[config.mk]
export PLATFORM = sky130hd
export DESIGN_NAME = upsample_nearest_2x_2d_flat
export DESIGN_NICKNAME = d
export VERILOG_FILES = /design/src/rtl/upsample_nearest_2x_2d_if.sv /design/src/rtl/upsample_nearest_2x_2d.sv /design/src/flat_wrapper.sv
export SDC_FILE = /design/constraint.sdc
export NUM_CORES = 1
export LEC_CHECK = 0
export CORE_MARGIN = 2
export CORE_UTILIZATION = 60
export DETAILED_ROUTE_END_ITERATION = 16
export GPL_TIMING_DRIVEN = 0
export MAX_ROUTING_LAYER = met4
export PLACE_DENSITY = 0.92
export SYNTH_ARGS = -nofsm -noshare
export SYNTH_HDL_FRONTEND = slang
export SYNTH_SLANG_ARGS = --single-unit
export TNS_END_PERCENT = 100
[constraint.sdc]
create_clock -name CLK -period 7.4 [get_ports CLK]
set_clock_uncertainty 0.05 [all_clocks]
set_input_delay 0.74 -clock CLK [delete_from_list [all_inputs] [get_ports CLK]]
set_output_delay 0.74 -clock CLK [all_outputs]
set_load 0.005 [all_outputs]
[src/rtl/upsample_nearest_2x_2d_if.sv]
`default_nettype none
// ============================================================================
// Module   : upsample_nearest_2x_2d_if
// Purpose  : Stream bundle for the 2x nearest-neighbour upsampler.
//            The upstream side delivers pixels with a valid/ready handshake.
//            The downstream side is a valid-only output stream with an
//            end-of-frame pulse.
// Ports    : In / Valid_IN / Ready       - input pixel stream and throttle
//            Out / Valid_OUT / Frame_Done - output pixel stream
// Modports : master - environment side (drives In/Valid_IN)
//            slave  - upsampler side  (drives Ready/Out/Valid_OUT/Frame_Done)
// Revision : 1.0 - initial release
// ============================================================================
interface upsample_nearest_2x_2d_if #(
  parameter int Datawidth = 16
);
  logic [Datawidth-1:0] In;
  logic                 Valid_IN;
  logic                 Ready;
  logic [Datawidth-1:0] Out;
  logic                 Valid_OUT;
  logic                 Frame_Done;

  modport master (
    output In, Valid_IN,
    input  Ready, Out, Valid_OUT, Frame_Done
  );

  modport slave (
    input  In, Valid_IN,
    output Ready, Out, Valid_OUT, Frame_Done
  );
endinterface
`default_nettype wire

[src/rtl/upsample_nearest_2x_2d.sv]
`default_nettype none
// ============================================================================
// Module   : upsample_nearest_2x_2d
// Purpose  : Streaming 2x nearest-neighbour upsampler. Each pixel of an
//            IMG_Width x IMG_Height raster is emitted twice horizontally, and
//            every row is replayed once from an internal row buffer, giving a
//            (2*IMG_Width) x (2*IMG_Height) raster. Pixels pass through
//            bit-identical.
// Ports    : CLK - clock, rising edge
//            CLR - asynchronous active-high reset
//            bus - upsample_nearest_2x_2d_if.slave
//                  In/Valid_IN in, Ready out (combinational),
//                  Out/Valid_OUT/Frame_Done out (registered)
// Revision : 1.0 - initial release
// ============================================================================
module upsample_nearest_2x_2d #(
  parameter int IMG_Width  = 3,
  parameter int IMG_Height = 3,
  parameter int Datawidth  = 16
) (
  input wire logic           CLK,
  input wire logic           CLR,
  upsample_nearest_2x_2d_if.slave bus
);

  localparam int CW = (IMG_Width  > 1) ? $clog2(IMG_Width)  : 1;
  localparam int HW = (IMG_Height > 1) ? $clog2(IMG_Height) : 1;

  localparam logic [CW-1:0] c_last_col = CW'(IMG_Width - 1);
  localparam logic [HW-1:0] c_last_row = HW'(IMG_Height - 1);

  typedef enum logic [1:0] {
    FILL_A = 2'd0,  // waiting to accept the next pixel of the row
    FILL_B = 2'd1,  // emitting the second copy of the pixel just accepted
    REPLAY = 2'd2   // re-emitting the whole buffered row, two copies each
  } state_t;

  state_t               r_state;
  state_t               w_state_n;
  logic [CW-1:0]        r_cot;
  logic [CW-1:0]        w_cot_n;
  logic [HW-1:0]        r_hang;
  logic [HW-1:0]        w_hang_n;
  logic                 r_ph;
  logic                 w_ph_n;
  logic [Datawidth-1:0] r_out;
  logic [Datawidth-1:0] w_out_n;
  logic                 r_valid_out;
  logic                 w_valid_out_n;
  logic                 r_frame_done;
  logic                 w_frame_done_n;
  logic                 w_accept;

  // Row buffer is deliberately left without reset: every entry is rewritten
  // during FILL before REPLAY ever reads it.
  logic [Datawidth-1:0] r_buf [IMG_Width];

  assign bus.Ready      = (r_state == FILL_A);
  assign w_accept       = bus.Valid_IN && (r_state == FILL_A);
  assign bus.Out        = r_out;
  assign bus.Valid_OUT  = r_valid_out;
  assign bus.Frame_Done = r_frame_done;

  always_ff @(posedge CLK or posedge CLR) begin
    if (CLR) begin
      r_state      <= FILL_A;
      r_cot        <= '0;
      r_hang       <= '0;
      r_ph         <= 1'b0;
      r_out        <= '0;
      r_valid_out  <= 1'b0;
      r_frame_done <= 1'b0;
    end else begin
      r_state      <= w_state_n;
      r_cot        <= w_cot_n;
      r_hang       <= w_hang_n;
      r_ph         <= w_ph_n;
      r_out        <= w_out_n;
      r_valid_out  <= w_valid_out_n;
      r_frame_done <= w_frame_done_n;
    end
  end

  always_ff @(posedge CLK) begin
    if (w_accept) begin
      r_buf[r_cot] <= bus.In;
    end
  end

  always_comb begin
    w_state_n      = r_state;
    w_cot_n        = r_cot;
    w_hang_n       = r_hang;
    w_ph_n         = r_ph;
    w_out_n        = r_out;
    w_valid_out_n  = 1'b0;
    w_frame_done_n = 1'b0;

    unique case (r_state)
      FILL_A: begin
        if (bus.Valid_IN) begin
          w_out_n       = bus.In;
          w_valid_out_n = 1'b1;
          w_state_n     = FILL_B;
        end
      end

      FILL_B: begin
        // Out keeps the pixel just accepted: this is its second copy.
        w_valid_out_n = 1'b1;
        if (r_cot == c_last_col) begin
          w_cot_n   = '0;
          w_ph_n    = 1'b0;
          w_state_n = REPLAY;
        end else begin
          w_cot_n   = r_cot + CW'(1);
          w_state_n = FILL_A;
        end
      end

      REPLAY: begin
        // ph selects first/second copy; the column advances after the second.
        w_out_n       = r_buf[r_cot];
        w_valid_out_n = 1'b1;
        w_ph_n        = ~r_ph;
        if (r_ph) begin
          if (r_cot == c_last_col) begin
            w_cot_n   = '0;
            w_state_n = FILL_A;
            if (r_hang == c_last_row) begin
              w_hang_n       = '0;
              w_frame_done_n = 1'b1;
            end else begin
              w_hang_n = r_hang + HW'(1);
            end
          end else begin
            w_cot_n = r_cot + CW'(1);
          end
        end
      end

      default: begin
        w_state_n = FILL_A;
      end
    endcase
  end

endmodule
`default_nettype wire

[src/flat_wrapper.sv]
// flat-port wrapper written by rule: the top's interface ports become plain ports
module upsample_nearest_2x_2d_flat 
#(
  parameter int IMG_Width  = 3,
  parameter int IMG_Height = 3,
  parameter int Datawidth  = 16
)
  (CLK, CLR, bus_In, bus_Valid_IN, bus_Ready, bus_Out, bus_Valid_OUT, bus_Frame_Done);
  upsample_nearest_2x_2d_if #(.Datawidth(Datawidth)) bus_i ();
  input wire logic CLK;
  input wire logic CLR;
  input wire logic [$bits(bus_i.In)-1:0] bus_In;
  input wire logic [$bits(bus_i.Valid_IN)-1:0] bus_Valid_IN;
  output wire logic [$bits(bus_i.Ready)-1:0] bus_Ready;
  output wire logic [$bits(bus_i.Out)-1:0] bus_Out;
  output wire logic [$bits(bus_i.Valid_OUT)-1:0] bus_Valid_OUT;
  output wire logic [$bits(bus_i.Frame_Done)-1:0] bus_Frame_Done;
  assign bus_i.In = bus_In;
  assign bus_i.Valid_IN = bus_Valid_IN;
  assign bus_Ready = bus_i.Ready;
  assign bus_Out = bus_i.Out;
  assign bus_Valid_OUT = bus_i.Valid_OUT;
  assign bus_Frame_Done = bus_i.Frame_Done;
  upsample_nearest_2x_2d #(.IMG_Width(IMG_Width), .IMG_Height(IMG_Height), .Datawidth(Datawidth)) u_core (.CLK(CLK), .CLR(CLR), .bus(bus_i));
endmodule
==> results of run 1 <==
power breakdown:
group          internal (mW)  switching [mW]  leakage [nW]
logic                  0.280           0.263         0.658
registers              0.543          0.0474         0.732
clock network          0.188           0.148         0.106
total                   1.01           0.459          1.50
flip-flops by register name, summed over array words and instances, names as in the netlist:
register,count
u_core.r_hang,2
u_core.bus.Valid_OUT,1
u_core.r_cot,2
u_core.r_state,2
u_core.r_buf,48
u_core.bus.Frame_Done,1
u_core.bus.Out,16
u_core.r_ph,1
synthesized netlist by cell type, drive strengths merged (3+ instances only):
| cell type | instances | share of area |
|---|---|---|
| a31oi | 16 | 0.031 |
| buf | 10 | 0.029 |
| clkbuf | 3 | 0.0065 |
| dfrtp | 25 | 0.19 |
| edfxtp | 48 | 0.44 |
| ha | 6 | 0.023 |
| inv | 5 | 0.0057 |
| mux2 | 19 | 0.084 |
| nand2 | 3 | 0.0034 |
| nand2b | 31 | 0.061 |
| nor2 | 21 | 0.024 |
| nor3 | 3 | 0.0046 |
| o211ai | 16 | 0.052 |
| o21ai | 3 | 0.0046 |
| or2b | 4 | 0.0092 |
logic make-up (layout without fill, tap and decap cells):
logic type,Yosys count,in the layout
simple gates,65,65
flops,73,73
fa+ha+maj,6,6
buf+inv,18,73
mux,21,21
compound gates,42,42
worst paths after layout:
kind	startpoint	slack (ps)	cells past startpoint	to
hold reg to reg	u_core.r_hang[0]	490	1	u_core.r_hang[0]
hold / removal	u_core.r_hang[0]	490	1	u_core.r_hang[0]
max in group asynchronous	CLR	5830	2	u_core.bus.Out[5]
min in group asynchronous	CLR	860	2	u_core.r_hang[0]
setup / recovery	u_core.r_state[0]	4810	3	bus_Ready
setup reg to reg	u_core.r_state[0]	5080	5	u_core.r_buf[1][5]
metal layers:
layer,part of all wire,track usage,up-vias
met3,0.053,0.04186,14
met5,0,-,-
met4,0.018,0.09825,0
li1,-,-,928
met1,0.41,0.2821,985
met2,0.52,0.3922,71
final cells by class:
type                    count  area share
inverters                   5    0.004715
plain buffers              13     0.02955
multi-input cells         134      0.2719
repair buffers             39     0.09965
well taps                  70     0.02201
clock inverters             6     0.02075
flip-flops and latches     73      0.5193
clock buffers              10     0.03207
worst max-delay path, cell delays in order, from the launching register on:
cell             delay (ps)
dfrtp_1                 430
inv_1                   120
ha_1                    340
clkdlybuf4s50_1         560
==> out/results.tsv, run 1 <==
metric	value	unit
Mapped Area	3278	um2
Synth Area in XOR/XNOR	0	
Worst-Skew Late Latency	350	ps
CTS tree	yes	
Max VDD drop	206.5	uV
Root Buffer	clkbuf_8	
DR DRC count	0	
TritonRoute pass-1 iters	4	
Critical Path RT	6610	ps
# IOs	38	
Netlist cell types	31	
slew margin rel.	0.3451	
fraction of registers with async set/reset	0.3425	
outcome	finished clean	
clock sinks	73	
PostCTS Resize Cnt	0	
H-tree Lvls	3	
vias	1998	
peak fanout along the critical path	7	
routed vias/inst	5.709	
most common cell after layout, fill and taps aside	edfxtp_1	
grt total ovfl	0	
ratio of final minimum period to clock period	0.3504	
register area share after synthesis	0.6305	
Final #Nets	300	
post-placement cell count	334	
Setup-failing EPs final	0	
gp weighted congestion	0.7515	
minimum clock period	2593	ps
initial antenna violation count	0	
main combinational cell family by area after synthesis	simple AND/OR/NAND/NOR gates	
hold_ws	487.1	ps
predominant post-synthesis flop cell	edfxtp_1	
most frequent cells in the layout	edfxtp_1 (48), clkdlybuf4s50_1 (37), nand2b_1 (30), dfrtp_1 (25), nor2_1 (20)	
GRT Util Overall	0.2342	
proportion of synthesized area in mux cells	0.08969	
Die W	77.92	um
syn nets	250	
setup TNS	0	ps
HPWL Detailed	4.179	mm
hold_buf cts	0	
number of synthesized flops with an enable pin	48	
RSZ-0062 raised after global routing	no	
CTS Buffer Depth	2	
critical path data arrival time	1800	ps
synthesis warning total	0	
dpl cell area	3767	um2
share of cells above drive strength 1	0.2143	
CP Class	register to primary output	
number of synthesized register bits	73	
Synth Area in Compound Gates	0.1050	
Routed Antenna Nets	0	
Design Power	1.469	mW
input/output buffers	37	
Synth Area in Simple Gates	0.1103	
fin cells	350	
first-pass GRT wire length	10.18	mm
Filler cells	298	
pre-CTS setup slack	4385	ps
max-cap viol count	0	
drt initial violations	238	
Final Hold Fails	0	
CP startpoint kind	register	
largest net degree at the start of global routing	26	
Avg Synthesized Cell Area	14.57	um2
clock slew at reported path FFs	80	ps
Starting Density	0.6298	
final core occ	0.7647	
std cell rows	26	
Worst-Margin Slew	981.2	ps
area growth from synthesis to layout	21.41	%
LEAKAGE	1.496	nW
postcts setup bufs	0	
Achievable Freq	0.3857	GHz
core footprint	5205	um2
PnR worst setup slack	4807	ps
Die H	77.92	um
multi-input logic area	1082	um2
post-synthesis cell count	225	
routed len/inst	18.09	um
post-route cell area	3980	um2
Total Routed Length	6.331	mm
vias in the first global route	2070	
register area	2067	um2
pwr dens	369.2	nW/um2
n_diodes	0	
Die Area	6071	um2
adder-cell share of the synthesized area	0.02290	
crit end category	primary output	
hold crit path type	register to register	
max-slew violation count	0	
total CTS buffers	9	
(Power assumes the default switching activity.)
==> run 2, diff against run 1 <==
--- a/config.mk
+++ b/config.mk
@@ -6,11 +6,11 @@
 export NUM_CORES = 1
 export LEC_CHECK = 0
 export CORE_MARGIN = 2
-export CORE_UTILIZATION = 60
+export CORE_UTILIZATION = 50
 export DETAILED_ROUTE_END_ITERATION = 16
 export GPL_TIMING_DRIVEN = 0
 export MAX_ROUTING_LAYER = met4
-export PLACE_DENSITY = 0.92
+export PLACE_DENSITY = 0.82
 export SYNTH_ARGS = -nofsm -noshare
 export SYNTH_HDL_FRONTEND = slang
 export SYNTH_SLANG_ARGS = --single-unit
==> constraint.sdc (replaced) <==
create_clock -name CLK -period 2.2 [get_ports CLK]
set_clock_uncertainty 0.05 [all_clocks]
set_input_delay 0.22 -clock CLK [delete_from_list [all_inputs] [get_ports CLK]]
set_output_delay 0.22 -clock CLK [all_outputs]
set_load 0.005 [all_outputs]
==> run 2 against run 1 <==
Setup slack worse by 4600 ps. Non-clock buffer count unchanged. Sequential power rose to 3.4 times the previous value. Core utilization down 14 points. Register-to-register slack worse by 4900 ps. Hold slack worse by 110 ps. Critical path depth up 2. First-iteration DRC count down 55%. Via count down 2.5%. Die area up 19%. Largest cell class unchanged.
==> out/results.tsv, run 2 (synthesis results as in run 1) <==
metric	value	unit
gp weighted congestion	0.7466	
Setup-failing EPs final	0	
LEAKAGE	1.473	nW
TritonRoute pass-1 iters	4	
Routed Antenna Nets	0	
Filler cells	486	
Worst-Skew Late Latency	340	ps
total CTS buffers	9	
Comb power frac	0.390	
Total Routed Length	6.315	mm
ratio of final minimum period to clock period	0.9126	
critical path data arrival time	2010	ps
hold_ws	377.1	ps
power share of the clock group	0.186	
CP Class	register to register	
core footprint	6350	um2
minimum clock period	2008	ps
crit end category	register	
Die H	84.97	um
PnR worst setup slack	192.3	ps
hold_buf cts	0	
largest net degree at the start of global routing	26	
input/output buffers	37	
RSZ-0062 raised after global routing	no	
first-pass GRT wire length	10.12	mm
Final Hold Fails	0	
CTS Buffer Depth	2	
Design Power	4.683	mW
most common cell after layout, fill and taps aside	edfxtp_1	
net switching power	1.506	mW
sequential power share	0.424	
Critical Path RT	2200	ps
hold crit path type	input pin to asynchronous set/reset pin	
peak fanout along the critical path	10	
HPWL Detailed	4.138	mm
clock sinks	73	
max-cap viol count	0	
n_diodes	0	
pwr dens	1184	nW/um2
std cell rows	29	
Crit Reg-Reg Startpoint	u_core.r_state[0]	
R2R Setup Slk	190	ps
routed len/inst	17.69	um
share of cells above drive strength 1	0.2143	
initial antenna violation count	0	
clock slew at reported path FFs	70	ps
Starting Density	0.5163	
Achievable Freq	0.4981	GHz
pre-CTS setup slack	-123.7	ps
Root Buffer	clkbuf_8	
drt initial violations	106	
# IOs	38	
area growth from synthesis to layout	20.65	%
fin cells	357	
grt total ovfl	0	
Final #Nets	300	
largest reg by FF count	u_core.r_buf	
slew margin rel.	0.3051	
routed vias/inst	5.459	
vias in the first global route	2006	
dpl cell area	3779	um2
max-slew violation count	0	
Die W	84.97	um
Die Area	7220	um2
DR DRC count	0	
outcome	finished clean	
vias	1949	
GRT Util Overall	0.1961	
most frequent cells in the layout	edfxtp_1 (48), clkdlybuf4s50_1 (37), nand2b_1 (30), dfrtp_1 (25), nor2_1 (19)	
RR Endpoint	u_core.r_buf[0][6]	
H-tree Lvls	3	
Int Power	3.177	mW
CP startpoint kind	register	
post-route cell area	3955	um2
worst r2r path cells	5	
Max VDD drop	600.3	uV
Switching Share	0.3216	
CTS tree	yes	
flip-flop count of the largest register after layout	48	
post-placement cell count	341	
Worst-Margin Slew	1041	ps
## run 2: power by group through the flow
stage                     Sequential (mW)  Clock (mW)  Combinational [mW]
final                                1.99       0.872                1.82
after global routing                 2.02       0.946                1.98
after CTS                            1.99       0.890                1.84
after detailed placement             2.02           0                1.81
after global placement               2.01           0                1.73
after floorplan                      2.00           0                1.12
## run 2: metrics by stage
stage	TNS [ps]	util
final	0	0.6229
after global routing	0	0.6229
after CTS	0	0.6217
after detailed placement	-2910	0.5951
after global placement	-19880	0.5905
after floorplan	0	-
## run 2: how the worst max path moves through the flow
stage                       from                  to  depth (start not counted)
3_3_place_gp   u_core.r_state[0]  u_core.r_buf[1][8]                          4
5_1_grt        u_core.r_state[1]  u_core.r_buf[0][7]                          5
2_1_floorplan  u_core.r_state[0]  u_core.r_buf[1][0]                          4
6_report       u_core.r_state[0]  u_core.r_buf[0][6]                          5
3_5_place_dp   u_core.r_state[1]  u_core.r_buf[1][7]                          4
4_1_cts        u_core.r_state[1]  u_core.r_buf[2][6]                          5
## run 2: worst max-delay path: stages, from the launching register on
cell,delay [ps]
dfrtp_1,440
inv_1,130
ha_2,280
nand2_1,210
nor3_4,400
buf_8,210
## run 2: repair_timing
item	4_1_cts	5_1_grt
setup buffers	0	0
endpoints found under the setup margin	36	10
gates resized for setup	3	2
## run 2: layer usage
metal	track usage	routed length, um	vias up
met5	-	0	-
met4	0.09235	98	0
met3	0.04475	376	13
met2	0.3132	3253	60
met1	0.2368	2587	950
li1	-	-	926
## run 2: area by class of cell
class / instances / area (um2) / area share
Sequential cell: 73 / 2067 / 0.5226
Multi-Input combinational cell: 134 / 1104 / 0.2790
Timing Repair Buffer: 39 / 396.6 / 0.1003
Clock buffer: 12 / 135.1 / 0.03417
Buffer: 13 / 117.6 / 0.02974
Tap cell: 77 / 96.34 / 0.02436
Clock inverter: 4 / 20.02 / 0.005062
Inverter: 5 / 18.77 / 0.004745
